==> src/rtl/svm_pkg.sv <==
// svm_pkg: shared constants, state encoding and a width helper for the SVM window scheduler.
package svm_pkg;

    localparam int DEF_FEA_I  = 4;
    localparam int DEF_FEA_F  = 28;
    localparam int FEA_N      = DEF_FEA_I + DEF_FEA_F;

    localparam int DEF_IMG_BW = 39;
    localparam int DEF_IMG_BH = 29;
    localparam int DEF_WIN_BW = 7;
    localparam int DEF_WIN_BH = 15;

    typedef enum logic [1:0] {
        IDLE,
        RUN,
        DRAIN,
        OUT
    } state_t;

    // Counter/address width that never collapses to zero bits for degenerate geometries.
    function automatic int clog2_min1(input int v);
        return (v <= 2) ? 1 : $clog2(v);
    endfunction

endpackage

==> src/rtl/svm_win_cnt.sv <==
// svm_win_cnt: nested block-within-window and window-origin counters, both raster order
// with the column fastest, plus last-block and last-window flags.
module svm_win_cnt
    import svm_pkg::*;
#(
    parameter int IMG_BW = DEF_IMG_BW,
    parameter int IMG_BH = DEF_IMG_BH,
    parameter int WIN_BW = DEF_WIN_BW,
    parameter int WIN_BH = DEF_WIN_BH
) (
    input  logic                            clk,
    input  logic                            rst,
    input  logic                            clear,
    input  logic                            blk_adv,
    input  logic                            win_adv,
    output logic [clog2_min1(WIN_BW)-1:0]   bx,
    output logic [clog2_min1(WIN_BH)-1:0]   by,
    output logic [clog2_min1(IMG_BW)-1:0]   wx,
    output logic [clog2_min1(IMG_BH)-1:0]   wy,
    output logic                            last_blk,
    output logic                            last_win
);
    localparam int BX_W = clog2_min1(WIN_BW);
    localparam int BY_W = clog2_min1(WIN_BH);
    localparam int WX_W = clog2_min1(IMG_BW);
    localparam int WY_W = clog2_min1(IMG_BH);

    logic [BX_W-1:0] bx_q, bx_d;
    logic [BY_W-1:0] by_q, by_d;
    logic [WX_W-1:0] wx_q, wx_d;
    logic [WY_W-1:0] wy_q, wy_d;
    logic last_bx, last_by, last_wx, last_wy;

    assign last_bx  = (bx_q == BX_W'(WIN_BW - 1));
    assign last_by  = (by_q == BY_W'(WIN_BH - 1));
    assign last_wx  = (wx_q == WX_W'(IMG_BW - WIN_BW));
    assign last_wy  = (wy_q == WY_W'(IMG_BH - WIN_BH));
    assign last_blk = last_bx && last_by;
    assign last_win = last_wx && last_wy;

    always_comb begin
        bx_d = bx_q;
        by_d = by_q;
        wx_d = wx_q;
        wy_d = wy_q;
        if (clear) begin
            bx_d = '0;
            by_d = '0;
            wx_d = '0;
            wy_d = '0;
        end else begin
            if (blk_adv) begin
                if (last_bx) begin
                    bx_d = '0;
                    by_d = last_by ? '0 : by_q + 1'b1;
                end else begin
                    bx_d = bx_q + 1'b1;
                end
            end
            // Both counters wrap to zero so the scan ends back at the origin.
            if (win_adv) begin
                if (last_wx) begin
                    wx_d = '0;
                    wy_d = last_wy ? '0 : wy_q + 1'b1;
                end else begin
                    wx_d = wx_q + 1'b1;
                end
            end
        end
    end

    always_ff @(posedge clk or posedge rst) begin
        if (rst) begin
            bx_q <= '0;
            by_q <= '0;
            wx_q <= '0;
            wy_q <= '0;
        end else begin
            bx_q <= bx_d;
            by_q <= by_d;
            wx_q <= wx_d;
            wy_q <= wy_d;
        end
    end

    assign bx = bx_q;
    assign by = by_q;
    assign wx = wx_q;
    assign wy = wy_q;

endmodule

==> src/rtl/svm_win_sched.sv <==
// svm_win_sched: drives the 36-feature SVM PE over every detection window of a HOG block map.
// Define SVM_SCORE_OUT_EN to expose the captured signed score on det_score.
module svm_win_sched
    import svm_pkg::*;
#(
    parameter int FEA_I  = DEF_FEA_I,
    parameter int FEA_F  = DEF_FEA_F,
    parameter int IMG_BW = DEF_IMG_BW,
    parameter int IMG_BH = DEF_IMG_BH,
    parameter int WIN_BW = DEF_WIN_BW,
    parameter int WIN_BH = DEF_WIN_BH
) (
    input  logic                                    clk,
    input  logic                                    rst,
    input  logic                                    start,
    input  logic [FEA_I+FEA_F-1:0]                  bias,
    output logic                                    busy,
    output logic                                    done,
    output logic [clog2_min1(IMG_BW*IMG_BH)-1:0]    fea_addr,
    output logic [clog2_min1(WIN_BW*WIN_BH)-1:0]    coef_addr,
    output logic [FEA_I+FEA_F-1:0]                  pe_data,
    output logic                                    pe_valid,
    input  logic [FEA_I+FEA_F-1:0]                  pe_result,
    output logic                                    det_valid,
    input  logic                                    det_ready,
    output logic [clog2_min1(IMG_BW)-1:0]           det_x,
    output logic [clog2_min1(IMG_BH)-1:0]           det_y,
    output logic                                    det_hit
`ifdef SVM_SCORE_OUT_EN
    ,
    output logic [FEA_I+FEA_F-1:0]                  det_score
`endif
);
    localparam int DW   = FEA_I + FEA_F;
    localparam int FA_W = clog2_min1(IMG_BW * IMG_BH);
    localparam int CA_W = clog2_min1(WIN_BW * WIN_BH);
    localparam int X_W  = clog2_min1(IMG_BW);
    localparam int Y_W  = clog2_min1(IMG_BH);
    localparam int BX_W = clog2_min1(WIN_BW);
    localparam int BY_W = clog2_min1(WIN_BH);

    if (WIN_BW > IMG_BW || WIN_BH > IMG_BH) begin : g_bad_geometry
        $error("svm_win_sched: window (%0d x %0d) exceeds image (%0d x %0d)",
               WIN_BW, WIN_BH, IMG_BW, IMG_BH);
    end

    state_t          state_q, state_d;
    logic [DW-1:0]   bias_q, bias_d;
    logic            done_q, done_d;
    logic            pe_valid_q, pe_valid_d;
    logic            first_q, first_d;
    logic            drain_cap_q, drain_cap_d;
    logic            hit_q, hit_d;
    logic [DW-1:0]   score;
    logic            capture;
    logic            clear, blk_adv, win_adv, last_blk, last_win;
    logic [BX_W-1:0] bx;
    logic [BY_W-1:0] by;
    logic [X_W-1:0]  wx;
    logic [Y_W-1:0]  wy;

    svm_win_cnt #(
        .IMG_BW (IMG_BW),
        .IMG_BH (IMG_BH),
        .WIN_BW (WIN_BW),
        .WIN_BH (WIN_BH)
    ) u_cnt (
        .clk      (clk),
        .rst      (rst),
        .clear    (clear),
        .blk_adv  (blk_adv),
        .win_adv  (win_adv),
        .bx       (bx),
        .by       (by),
        .wx       (wx),
        .wy       (wy),
        .last_blk (last_blk),
        .last_win (last_win)
    );

    // DRAIN spans two cycles: the final MAC lands, then pe_result + bias is captured.
    assign score   = pe_result + bias_q;
    assign capture = (state_q == DRAIN) && drain_cap_q;

    always_comb begin
        state_d     = state_q;
        bias_d      = bias_q;
        done_d      = 1'b0;
        pe_valid_d  = 1'b0;
        first_d     = 1'b0;
        drain_cap_d = drain_cap_q;
        hit_d       = hit_q;
        clear       = 1'b0;
        blk_adv     = 1'b0;
        win_adv     = 1'b0;
        case (state_q)
            IDLE: begin
                if (start) begin
                    bias_d  = bias;
                    clear   = 1'b1;
                    state_d = RUN;
                end
            end
            RUN: begin
                blk_adv    = 1'b1;
                pe_valid_d = 1'b1;
                first_d    = (bx == '0) && (by == '0);
                if (last_blk) begin
                    state_d = DRAIN;
                end
            end
            DRAIN: begin
                if (!drain_cap_q) begin
                    drain_cap_d = 1'b1;
                end else begin
                    drain_cap_d = 1'b0;
                    hit_d       = ~score[DW-1] & (|score);
                    state_d     = OUT;
                end
            end
            OUT: begin
                if (det_ready) begin
                    win_adv = 1'b1;
                    if (last_win) begin
                        done_d  = 1'b1;
                        state_d = IDLE;
                    end else begin
                        state_d = RUN;
                    end
                end
            end
            default: state_d = IDLE;
        endcase
    end

    always_ff @(posedge clk or posedge rst) begin
        if (rst) begin
            state_q     <= IDLE;
            bias_q      <= '0;
            done_q      <= 1'b0;
            pe_valid_q  <= 1'b0;
            first_q     <= 1'b0;
            drain_cap_q <= 1'b0;
            hit_q       <= 1'b0;
        end else begin
            state_q     <= state_d;
            bias_q      <= bias_d;
            done_q      <= done_d;
            pe_valid_q  <= pe_valid_d;
            first_q     <= first_d;
            drain_cap_q <= drain_cap_d;
            hit_q       <= hit_d;
        end
    end

`ifdef SVM_SCORE_OUT_EN
    logic [DW-1:0] score_q, score_d;

    assign score_d = capture ? score : score_q;

    always_ff @(posedge clk or posedge rst) begin
        if (rst) begin
            score_q <= '0;
        end else begin
            score_q <= score_d;
        end
    end

    assign det_score = score_q;
`endif

    // The PE output is registered, so the partial sum is fed back combinationally.
    assign pe_data   = (pe_valid_q && !first_q) ? pe_result : '0;
    assign pe_valid  = pe_valid_q;
    assign busy      = (state_q != IDLE);
    assign done      = done_q;
    assign det_valid = (state_q == OUT);
    assign det_x     = wx;
    assign det_y     = wy;
    assign det_hit   = hit_q;
    assign coef_addr = CA_W'(by) * CA_W'(WIN_BW) + CA_W'(bx);
    assign fea_addr  = (FA_W'(wy) + FA_W'(by)) * FA_W'(IMG_BW) + FA_W'(wx) + FA_W'(bx);

endmodule

==> config.mk <==
export PLATFORM = sky130hd
export DESIGN_NAME = svm_win_sched
export DESIGN_NICKNAME = d
export VERILOG_FILES = /design/src/rtl/svm_pkg.sv /design/src/rtl/svm_win_cnt.sv /design/src/rtl/svm_win_sched.sv
export SDC_FILE = /design/constraint.sdc
export NUM_CORES = 1
export LEC_CHECK = 0
export CORE_UTILIZATION = 52
export CTS_CLUSTER_SIZE = 12
export DETAILED_ROUTE_END_ITERATION = 7
export HOLD_SLACK_MARGIN = 0.1
export PLACE_DENSITY_LB_ADDON = 0.05
export SLEW_MARGIN = 15
export SYNTH_ARGS = -nofsm -noshare
export SYNTH_HDL_FRONTEND = slang
export SYNTH_SLANG_ARGS = --single-unit
==> constraint.sdc <==
create_clock -name clk -period 7.3 [get_ports clk]
set_clock_uncertainty 0.15 [all_clocks]
set_input_delay 1.46 -clock clk [delete_from_list [all_inputs] [get_ports clk]]
set_output_delay 1.46 -clock clk [all_outputs]
set_load 0.005 [all_outputs]
# Yosys cells after proc, flatten, opt, wreduce, memory -nomap -nowiden
# Index checks and enable logic that the tools add are counted.
# Widths: inputs -> output; s select.
# totals
ram_bits	0
romBits	0
output_inout_bits	66
latch_bits	0
regBits	57
memories	0
input_bits	68
word_cells	85
# classes
n_addsub	9
n_lt_le_gt_ge	0
div_mod_pow	0
shift	0
n_eq_ne	11
n_bitwise	2
multipliers	2
n_mux	31
n_reduce_logical	19
# op_table
op	count
$add 32x32->32	1
$mux 32	1
$reduce_or 32->1	1
$mux 5	4
$mux 6	3
$mux 4	4
$add 11x3->11	1
$add 11x6->11	1
$mul 6x6->11 const B	1
$mux 1	11
$reduce_bool 2->1	5
$mux 3	3
$mux 2	4
$pmux 2 s4	1
$reduce_and 2->1	4
$add 7x3->7	1
$mul 4x3->7 const B	1
$add 5x4->6	1
$add 6x1->6 const B	1
$eq 6x6->1 const B	1
$ne 2x2->1 const B	3
$add 5x1->5 const B	1
$eq 5x4->1 const B	1
$add 4x1->4 const B	1
other kinds (14)	18

# Depth between registers and ports, before layout
# depth
word_depth	5
ltp_mapped	24
ltp_nobuf	24

# By module
# Synthesis repeated with hierarchy kept, for this count alone.
# hier_totals
hier_cells	708
hier_area_um2	6366.1
# by_module_without_submodules
module	instances	seq_area_each_um2	cells_per_inst	area_each_um2
svm_win_sched	1	975.9	598	5335.1
svm_win_cnt	1	450.4	110	1031.0

# Least setup slack after synthesis
# Ideal clock, no wire load.
# synth_timing
path_kind	reg2out
startpoint	register u_cnt.by_q[0], in the netlist u_cnt.by[0]
endpoint	output fea_addr[10]
path_stages_with_launch	24
arrival_time_ns	4.425
t_required_ns	5.690
slack_ns	1.265
n_path_buf	0
path_cell_list	dfrtp_1 -> ha_1 -> inv_1 -> fa_1 -> inv_1 -> a21o_1 -> a21oi_1 -> xnor2_1 -> xnor2_1 -> ha_1 -> ha_1 -> ha_1 -> inv_1 -> fa_1 -> inv_1 -> ha_1 -> inv_1 -> o21ai_0 -> a21oi_1 -> nor2_1 -> o21ai_0 -> nand2b_1 -> a21oi_1 -> xor2_1
# synth_via
elab_chain_len	4
# synth_lines
item	line_no	rtl
from (decl)	svm_win_cnt.sv:29	logic [BY_W-1:0] by_q, by_d;
from (signal assigned)	svm_win_cnt.sv:80	by_q <= by_d;
$add 5x4->6	svm_win_sched.sv:182	assign fea_addr = (FA_W'(wy) + FA_W'(by)) * FA_W'(IMG_BW) + FA_W'(wx) + FA_W'(bx);
$mul 6x6->11	svm_win_sched.sv:182	
$add 11x6->11	svm_win_sched.sv:182	
$add 11x3->11	svm_win_sched.sv:182	
to (decl)	svm_win_sched.sv:19	output logic [clog2_min1(IMG_BW*IMG_BH)-1:0] fea_addr,
# No other way between the ends.

# Final worst setup path
# layout_timing
startpoint	register u_cnt.by_q[1], in the netlist u_cnt.by[1]
endpoint	output fea_addr[10]
# The elaborated chain is that of the path after synthesis.

==> reports/metrics.yaml <==
clock_tree:
  cts_max_level: 3
  root_buffer: "clkbuf_16"
  postCtsHoldBufs: 0
  cts.clk_slew.worst_paths_ns: 0.06
  clock_sinks: 57
  cts_inserted_buffers: 9
  clkLatencyLatePin_ns: 0.34
  clk_path_buf_depth: 2
  tritoncts: "done"
synthesis:
  synth-xor-area-share_pct: 5.195
  ys_ff_latch: 57
  async_reset_ff_share_pct: 100.0
  ys_seq_area_share_pct: 23.50
  yosys.area_share.simple_pct: 22.26
  synth_compound_area_share_pct: 16.59
  synthFlopType: "dfrtp_1"
  syn_area_per_cell_sq_um: 8.061
  synth-warning-count: 0
  synth-edff-count: 0
  syn_inst: 753
  muxShareOfSynthArea_pct: 1.567
  netlist_area_sq_um: 6070
  synth_cell_types: 63
  synth_top_family_by_area: "adder cells"
  post_synth_fa_ha_maj_area_fraction_pct: 24.82
  synthesis.nets: 930
sta:
  slew_headroom_pct: 37.33
  hold-worst-slack_ns: 0.3279
  period_share_pct: 96.24
  rsz0062_at_grt: "false"
  hold_viol_final: 0
  fmax_ghz: 0.1423
  fin_crit_ns: 7.026
  setup_violations: 0
  maxSlewViolCount: 0
  tns_ns: 0
  tightest_slew_ns: 0.9358
worst_setup_path:
  crit_fanout: 8
  endpoint_kind: "output port"
  cp.required_ns: 5.69
  arrival_ns: 5.42
  timing.rr.start: "bias_q[0]"
  startpoint_type: "register"
  critPathKind: "reg2out"
  crit_start: "u_cnt.by[1]"
finish:
  n_antenna_cell: 0
  final_cells: 1036
  drive_gt1_share_pct: 5.375
  nets: 1065
  final_cell_area_sq_um: 7934
  fin_util_pct: 69.48
  area_delta_synth_final_pct: 30.72
global_routing:
  grt_start_max_net_pins: 58
  grt_pass1_wl_microns: 25900
  gr-total-overflow: 0
  first_global_vias: 5497
  grt_usage_pct: 27.91
  antenna_found_initial: 0
placement:
  dp_hpwl_microns: 12840
  dpl_cell_area_sq_um: 7540
  gp_congestion: 0.9084
  io_buffers: 133
  dp.cells: 1015
job:
  drv_cap: 0
hold_path:
  worstHoldStart: "bias_q[29]"
  hold_class: "reg2reg"
die:
  fp.dieW_microns: 110.0
  rows: 39
  ios: 134
  die_h_microns: 110.0
  design.core.area_sq_um: 11420
  dieArea_sq_um: 12110
  initial_core_util_pct: 53.16
route:
  drc: 0
  avgRoutedWirePerCell_microns: 15.53
  viasPerCell: 5.570
  wl_microns: 16090
  drt_pass1_iterations: 5
  ant_nets: 0
  drtIter0Drc: 322
  vias: 5771
outcome:
  status: "completed"
power:
  power_density_nw_per_um2: 391.0
  p_leak_nw: 3.861
  irDropWorstVdd_uv: 258.6
==> worst max-delay path: stages, from the launching register on <==
cell and delay, ns:
dfrtp_2 0.47, inv_1 0.13, fa_1 0.47, inv_1 0.08, a21o_1 0.10, a21oi_1 0.09, xnor2_2 0.27, xnor2_1 0.17
ha_1 0.27, ha_1 0.30, ha_1 0.28, inv_1 0.06, fa_1 0.54, inv_1 0.04, ha_1 0.31, inv_1 0.08
o21ai_1 0.10, a21oi_1 0.16, nor2_1 0.06, o21ai_0 0.14, nand2b_1 0.07, a21oi_1 0.17, xor2_1 0.18, clkdlybuf4s50_1 0.53
==> per-layer routing <==
| layer | global-route usage [%] | up-vias | part of all wire (%) |
|---|---|---|---|
| li1 | - | 2829 | - |
| met1 | 35.13 | 2738 | 42 |
| met2 | 48.17 | 176 | 50 |
| met3 | 4.938 | 28 | 5.9 |
| met4 | 9.333 | 0 | 2.1 |
| met5 | 0 | - | 0 |
==> logic make-up (layout without fill, tap and decap cells) <==
logic type                 count (synthesis)  in the layout
and+or+nand+nor                          287            287
muxes                                      9              9
xor gates and xnor gates                  36             36
buffers and inverters                     97            237
AOI/OAI and AO/OA                        158            158
DFF                                       57             57
adders and majority gates                109            109
==> state kept, by name (all words and copies together) (netlist names) <==
register and cells:
bias_q 32, det_hit 1, done 1, drain_cap_q 1, first_q 1, pe_valid 1, state_q 2, u_cnt.bx 3
u_cnt.by 4, u_cnt.wx 6, u_cnt.wy 5
==> synth_stat cells (15+ instances only) <==
master     n  area (sq um)
a21oi_1   54         270.3
and2_1    34         212.7
dfrtp_1   57          1426
fa_1      19         380.4
ha_1      90          1126
inv_1     80         300.3
nand2_1  145         544.3
nor2_1    33         123.9
nor3_1    15         75.07
o21ai_0   34         170.2
xnor2_1   24         210.2
==> placed cells by master (no fill, tap or decap), drive strengths merged, types with 15 or more instances in the layout <==
| master | n |
|---|---|
| fa | 19 |
| o21ai | 37 |
| nor2 | 33 |
| xnor2 | 24 |
| ha | 90 |
| inv | 81 |
| a21oi | 57 |
| nor3 | 15 |
| nand2 | 145 |
| clkdlybuf4s50 | 133 |
| dfrtp | 57 |
| and2 | 34 |
==> through the flow <==
step / setup slack (ns) / total power [mW]
finish: 0.2743 / 3.102
CTS: 0.06432 / 3.114
global placement: 0.5497 / 2.569
detailed placement: 0.3185 / 2.625
floorplan: 1.265 / 1.867
global route: 0.002944 / 3.399
==> worst paths after layout <==
kind / end / slack [ns] / cells past startpoint
max: fea_addr[10] / 0.27 / 23
min: bias_q[29] / 0.33 / 2
max reg2reg: det_hit / 3.75 / 13
min reg2reg: bias_q[29] / 0.33 / 2
max in group asynchronous: u_cnt.by[0] / 4.97 / 3
min in group asynchronous: bias_q[31] / 1.50 / 3
==> layout make-up <==
| class | instances | area [sq um] |
|---|---|---|
| clock buffers | 9 | 225.2 |
| clock inverters | 7 | 102.6 |
| fillers | 937 | 3485 |
| inverters | 80 | 300.3 |
| multi-input cells | 599 | 4307 |
| flip-flops and latches | 57 | 1429 |
| well taps | 143 | 178.9 |
| repair buffers | 141 | 1391 |
==> where the power goes <==
group	internal, mW	leakage (nW)	total [mW]	switching (mW)
registers	0.441	0.726	0.559	0.117
logic	0.989	2.98	2.08	1.09
clock network	0.301	0.156	0.466	0.165
total	1.73	3.86	3.10	1.37
==> what timing repair did <==
item,4_1_cts,5_1_grt
setup endpoints to repair,1,3
buffers inserted,0,5
resized for setup,1,7
pin swaps,0,1
Power figures use the tool's default switching activity.
